## config.mk

```make
export PLATFORM = sky130hd
export DESIGN_NAME = ild_spikes_decoder
export DESIGN_NICKNAME = d
export VERILOG_FILES = /design/src/rtl/ild_spikes_decoder.sv
export SDC_FILE = /design/constraint.sdc
export NUM_CORES = 1
export LEC_CHECK = 0
export CAP_MARGIN = 20
export CORE_ASPECT_RATIO = 1.75
export CORE_MARGIN = 5
export CORE_UTILIZATION = 55
export DETAILED_ROUTE_END_ITERATION = 12
export MAX_ROUTING_LAYER = met4
export PLACE_DENSITY = 0.77
export SYNTH_ARGS = -nofsm -noshare
export SYNTH_HDL_FRONTEND = slang
export SYNTH_SLANG_ARGS = --single-unit
```

## constraint.sdc

```tcl
create_clock -name CLK -period 2.8 [get_ports CLK]
set_input_delay 0.42 -clock CLK [delete_from_list [all_inputs] [get_ports CLK]]
set_output_delay 0.42 -clock CLK [all_outputs]
set_load 0.005 [all_outputs]
```

## src/rtl/ild_spikes_decoder.sv

```systemverilog
// Rate decoder for the P/N spike pair from ild_estimator: counts net spike
// events over a fixed window and presents a saturated signed ILD once per window.
module ild_spikes_decoder #(
    parameter int COUNTER_BITS  = 16,
    parameter int WINDOW_CYCLES = 1024,
    parameter int WINDOW_BITS   = 10
) (
    input  logic                    CLK,
    input  logic                    RST,
    input  logic                    SPIKES_IN_P,
    input  logic                    SPIKES_IN_N,
    output logic [COUNTER_BITS-1:0] ILD_OUT,
    output logic                    ILD_VALID,
    output logic                    ILD_SAT
);

    typedef enum logic {
        ACCUM,
        DUMP
    } state_t;

    localparam logic [WINDOW_BITS-1:0]  WIN_LAST = WINDOW_BITS'(WINDOW_CYCLES - 1);
    localparam logic [COUNTER_BITS-1:0] ACC_MAX  = {1'b0, {(COUNTER_BITS-1){1'b1}}};
    localparam logic [COUNTER_BITS-1:0] ACC_MIN  = {1'b1, {(COUNTER_BITS-1){1'b0}}};

    state_t                  r_state;
    state_t                  w_state_next;
    logic                    r_p_s1;
    logic                    r_p_s2;
    logic                    r_n_s1;
    logic                    r_n_s2;
    logic [COUNTER_BITS-1:0] r_acc;
    logic                    r_sat;
    logic [WINDOW_BITS-1:0]  r_win;
    logic [COUNTER_BITS-1:0] r_ild;
    logic                    r_ild_sat;

    logic                    w_p_evt;
    logic                    w_n_evt;
    logic                    w_inc;
    logic                    w_dec;
    logic                    w_close;
    logic [COUNTER_BITS:0]   w_sum;
    logic                    w_ovf;
    logic [COUNTER_BITS-1:0] w_acc_next;

    assign w_p_evt = r_p_s1 & ~r_p_s2;
    assign w_n_evt = r_n_s1 & ~r_n_s2;
    assign w_inc   = w_p_evt & ~w_n_evt;
    assign w_dec   = w_n_evt & ~w_p_evt;
    assign w_close = (r_win == WIN_LAST);

    // One guard bit: overflow shows up as the two top bits disagreeing.
    always_comb begin
        w_sum = {r_acc[COUNTER_BITS-1], r_acc};
        if (w_inc) begin
            w_sum = w_sum + (COUNTER_BITS+1)'(1);
        end else if (w_dec) begin
            w_sum = w_sum - (COUNTER_BITS+1)'(1);
        end
        w_ovf      = w_sum[COUNTER_BITS] ^ w_sum[COUNTER_BITS-1];
        w_acc_next = w_sum[COUNTER_BITS-1:0];
        if (w_ovf) begin
            w_acc_next = w_sum[COUNTER_BITS] ? ACC_MIN : ACC_MAX;
        end
    end

    always_comb begin
        w_state_next = r_state;
        ILD_VALID    = 1'b0;
        case (r_state)
            ACCUM: begin
                if (w_close) begin
                    w_state_next = DUMP;
                end
            end
            DUMP: begin
                ILD_VALID    = 1'b1;
                w_state_next = ACCUM;
            end
            default: w_state_next = ACCUM;
        endcase
    end

    always_ff @(posedge CLK) begin
        if (RST) begin
            r_state   <= ACCUM;
            r_p_s1    <= 1'b0;
            r_p_s2    <= 1'b0;
            r_n_s1    <= 1'b0;
            r_n_s2    <= 1'b0;
            r_acc     <= '0;
            r_sat     <= 1'b0;
            r_win     <= '0;
            r_ild     <= '0;
            r_ild_sat <= 1'b0;
        end else begin
            r_state <= w_state_next;
            r_p_s1  <= SPIKES_IN_P;
            r_p_s2  <= r_p_s1;
            r_n_s1  <= SPIKES_IN_N;
            r_n_s2  <= r_n_s1;
            r_win   <= w_close ? '0 : r_win + WINDOW_BITS'(1);
            // The final cycle's event belongs to the closing window.
            if (w_close) begin
                r_ild     <= w_acc_next;
                r_ild_sat <= r_sat | w_ovf;
                r_acc     <= '0;
                r_sat     <= 1'b0;
            end else begin
                r_acc <= w_acc_next;
                r_sat <= r_sat | w_ovf;
            end
        end
    end

    assign ILD_OUT = r_ild;
    assign ILD_SAT = r_ild_sat;

endmodule

```

==> impl_metrics.prom <==
# TYPE chip_impl_metric gauge
chip_impl_metric{name="final_net_count",unit=""} 296
chip_impl_metric{name="place.gp.congestion",unit=""} 1.02
chip_impl_metric{name="post-cts-setup-buffer-count",unit=""} 0
chip_impl_metric{name="antenna_left",unit=""} 0
chip_impl_metric{name="globalRouteOverflowTotal",unit=""} 0
chip_impl_metric{name="p_total",unit="uW"} 2330
chip_impl_metric{name="grt_overall_usage",unit="%"} 20.9
chip_impl_metric{name="clk-insertion-delay-late",unit="ns"} 0.31
chip_impl_metric{name="groute.layer.met3.usage",unit="%"} 3.99
chip_impl_metric{name="number_of_maximum_capacitance_constraint_violations",unit=""} 0
chip_impl_metric{name="cts_buffer_depth",unit=""} 2
chip_impl_metric{name="detailed_place.area",unit="sq mm"} 0.00263
chip_impl_metric{name="placementRows",unit=""} 31
chip_impl_metric{name="grt_first_pass_wirelength",unit="microns"} 9090
chip_impl_metric{name="firstDrtPassIters",unit=""} 4
chip_impl_metric{name="power.ir.vdd_worst",unit="mV"} 0.564
chip_impl_metric{name="tritoncts_num_sinks",unit=""} 49
chip_impl_metric{name="tightest_slew",unit="ns"} 0.833
chip_impl_info{name="synth_area_leader_cell",value="dfxtp_1"} 1
chip_impl_metric{name="power_density",unit="mW/mm^2"} 857
chip_impl_metric{name="postSynthNetCount",unit=""} 275
chip_impl_metric{name="setup_tns",unit="ns"} 0
chip_impl_info{name="post_synth_main_area_contributors",value="dfxtp_1 (41%), nor2_1 (6.3%), xnor2_1 (4.8%), maj3_2 (4.8%), nand2_1 (4.1%)"} 1
chip_impl_metric{name="synthArstFlopShare",unit="%"} 0
chip_impl_metric{name="worst-endpoint-required",unit="ns"} 3.01
chip_impl_metric{name="area_of_the_core",unit="sq mm"} 0.00415
chip_impl_metric{name="max_slew_margin",unit="%"} 44.2
chip_impl_info{name="synthFlopType",value="dfxtp_1"} 1
chip_impl_info{name="cts_tree",value="built"} 1
chip_impl_metric{name="r2r_setup_slack",unit="ns"} 0.34
chip_impl_metric{name="slew_viol_final",unit=""} 0
chip_impl_metric{name="holdBufCountCts",unit=""} 0
chip_impl_metric{name="num_vias",unit=""} 1965
chip_impl_info{name="startpoint_type",value="flip-flop"} 1
chip_impl_metric{name="use_met2",unit="%"} 36.1
chip_impl_metric{name="synthesis.area",unit="sq mm"} 0.00237
chip_impl_metric{name="antenna_violations_before_repair",unit=""} 0
chip_impl_info{name="synth_most_common_cell",value="dfxtp_1"} 1
chip_impl_metric{name="ys.warnings.count",unit=""} 0
chip_impl_info{name="setup.worst_path.end_class",value="flip-flop"} 1
chip_impl_info{name="busiest_layer",value="met2"} 1
chip_impl_info{name="timing_worst_setup_path_type",value="reg2reg"} 1
chip_impl_metric{name="design.portCount",unit=""} 22
chip_impl_metric{name="use_met1",unit="%"} 20.6
chip_impl_metric{name="maximum_number_of_pins_on_one_net_before_global_route_repair",unit=""} 17
chip_impl_metric{name="critical_path.max_stage_delay",unit="ns"} 0.50
chip_impl_metric{name="drt-vias-per-instance",unit=""} 5.80
chip_impl_metric{name="synth_enable_flop_cells",unit=""} 0
chip_impl_metric{name="setup_viol_count_final",unit=""} 0
chip_impl_metric{name="cts-buffers-inserted",unit=""} 5
chip_impl_metric{name="final.setup.worst_slack",unit="ns"} 0.343
chip_impl_metric{name="post_synth_num_cell_types",unit=""} 45
chip_impl_info{name="crit_chain",value="nor4_2, nand4b_1, nor4_1, nor2_1, a21oi_2, buf_4, xnor2_1, a221oi_1"} 1
chip_impl_metric{name="arrival",unit="ns"} 2.67
chip_impl_info{name="cpMaxStageDelayCell",value="nor4_2"} 1
chip_impl_metric{name="placement_setup_slack",unit="ns"} 0.374
chip_impl_info{name="cts.root.buffer_cell",value="clkbuf_8"} 1
chip_impl_metric{name="min_period_over_period",unit="%"} 87.8
chip_impl_metric{name="drc",unit=""} 0
chip_impl_metric{name="clock_transition_at_the_register_clock_pins_on_the_worst_setup_and_hold_paths_after_cts",unit="ns"} 0.10
chip_impl_metric{name="diodes",unit=""} 0
chip_impl_metric{name="htreeDepth",unit=""} 2
chip_impl_metric{name="netlist_instances",unit=""} 268
chip_impl_metric{name="post_synth.cell_area_avg",unit="sq um"} 8.83
chip_impl_metric{name="maximum_fanout_count_along_the_critical_path",unit=""} 10
chip_impl_info{name="min_path_type",value="reg2reg"} 1
chip_impl_metric{name="detail_route.wirelength",unit="microns"} 5340
chip_impl_metric{name="finalWorstPathRequiredPeriod",unit="ns"} 2.46
chip_impl_info{name="synth_top_cells_by_count",value="dfxtp_1 (49), nor2_1 (40), nand2_1 (26), clkbuf_1 (14), xnor2_1 (13)"} 1
chip_impl_metric{name="initial_utilization",unit="%"} 57.0
chip_impl_metric{name="post_cts_resize_count",unit=""} 0
chip_impl_metric{name="detailedRoute.firstIterationViolations",unit=""} 74
chip_impl_metric{name="synth-seq-cells",unit=""} 49
chip_impl_metric{name="netlist.area_leader.share",unit="%"} 41.5
chip_impl_metric{name="numPortBuffers",unit=""} 21
chip_impl_metric{name="worst_clock_skew",unit="ns"} 0.00999
chip_impl_metric{name="static-leakage-power",unit="uW"} 0.000963
chip_impl_metric{name="postLayoutCellArea",unit="sq mm"} 0.00272
chip_impl_metric{name="seq_area_frac_synth",unit="%"} 41.5
chip_impl_info{name="grt_setup_unrepaired",value="no"} 1
chip_impl_metric{name="post_route_cells_drive_above_1_share",unit="%"} 15.2
chip_impl_metric{name="layout-area-overhead-vs-synth",unit="%"} 14.8
chip_impl_info{name="run_status",value="finished, final reports clean"} 1
chip_impl_metric{name="floorplan.die.height",unit="microns"} 96.8
chip_impl_metric{name="hold_viol",unit=""} 0
chip_impl_metric{name="first_global_vias",unit=""} 2004
chip_impl_metric{name="dp_hpwl",unit="microns"} 3940
chip_impl_metric{name="post_drt_wl_per_cell",unit="microns"} 15.7
chip_impl_metric{name="die_width",unit="microns"} 59.6
chip_impl_metric{name="max_freq",unit="MHz"} 407
chip_impl_metric{name="dieArea",unit="sq mm"} 0.00577
flip-flops by register name, indices dropped and copies added (netlist names):
name	cells
ILD_OUT	16
ILD_SAT	1
r_acc	16
r_n_s1	1
r_n_s2	1
r_p_s1	1
r_p_s2	1
r_sat	1
r_state	1
r_win	10
power by group:
part	internal, uW	switching, uW	leakage (uW)
combinational	445	528	0.000520
sequential	789	144	0.000398
clock	179	243	0.0000456
total	1410	915	0.000963
path summary, 6_finish.rpt:
check                              start  endpoint  depth (start not counted)
worst min-delay path             r_state   r_state                          1
worst max-delay path            r_acc[6]   ILD_SAT                          8
worst max register to register  r_acc[6]   ILD_SAT                          8
worst min register to register   r_state   r_state                          1
placed cells by master (no fill, tap or decap), types with 7 or more instances in the layout:
cell,synthesis,layout
nor4_1,7,7
clkdlybuf4s50_1,0,21
nand3_1,10,10
xor2_1,11,11
nor2_1,40,40
xnor2_1,13,13
nand2_1,26,26
o21ai_2,10,10
buf_4,1,10
dfxtp_1,49,49
maj3_2,10,10
cells by family after synthesis:
kind of cell | Yosys count | share of synthesized area, %
muxes | 1 | 0.423
buffers and inverters | 21 | 4.12
xor gates and xnor gates | 25 | 9.57
and+or+nand+nor | 117 | 24.9
AOI/OAI and AO/OA | 37 | 11.1
adders and majority gates | 18 | 8.46
DFF | 49 | 41.5
cell type report:
cell class | instances | area [sq um]
clock inverters | 2 | 13.8
inverters | 4 | 15.0
repair buffers | 31 | 285
fillers | 350 | 1430
flip-flops and latches | 49 | 981
multi-input cells | 198 | 1290
well taps | 49 | 61.3
clock buffers | 6 | 72.6
routing by layer:
layer / vias to the layer above / wire length (microns)
met5: - / 0
met4: 0 / 235
met3: 22 / 231
met2: 63 / 2930
met1: 921 / 1950
li1: 959 / -
worst max-delay path, delay by kind of cell, from the launching register on:
kind	cells	cell delay, ns
and+or+nand+nor	4	1.10
AOI/OAI and AO/OA	2	0.51
DFF	1	0.37
buffers and inverters	1	0.26
xor gates and xnor gates	1	0.11
per-stage QoR:
step	cells	hold slack (ns)	util, %
after global routing	339	0.448	65.5
after CTS	339	0.428	65.5
after floorplan	268	0.416	-
final	339	0.418	65.5
after detailed placement	331	0.414	63.4
after global placement	331	0.401	63.4
Note: power is estimated with default switching activity, not from simulation.
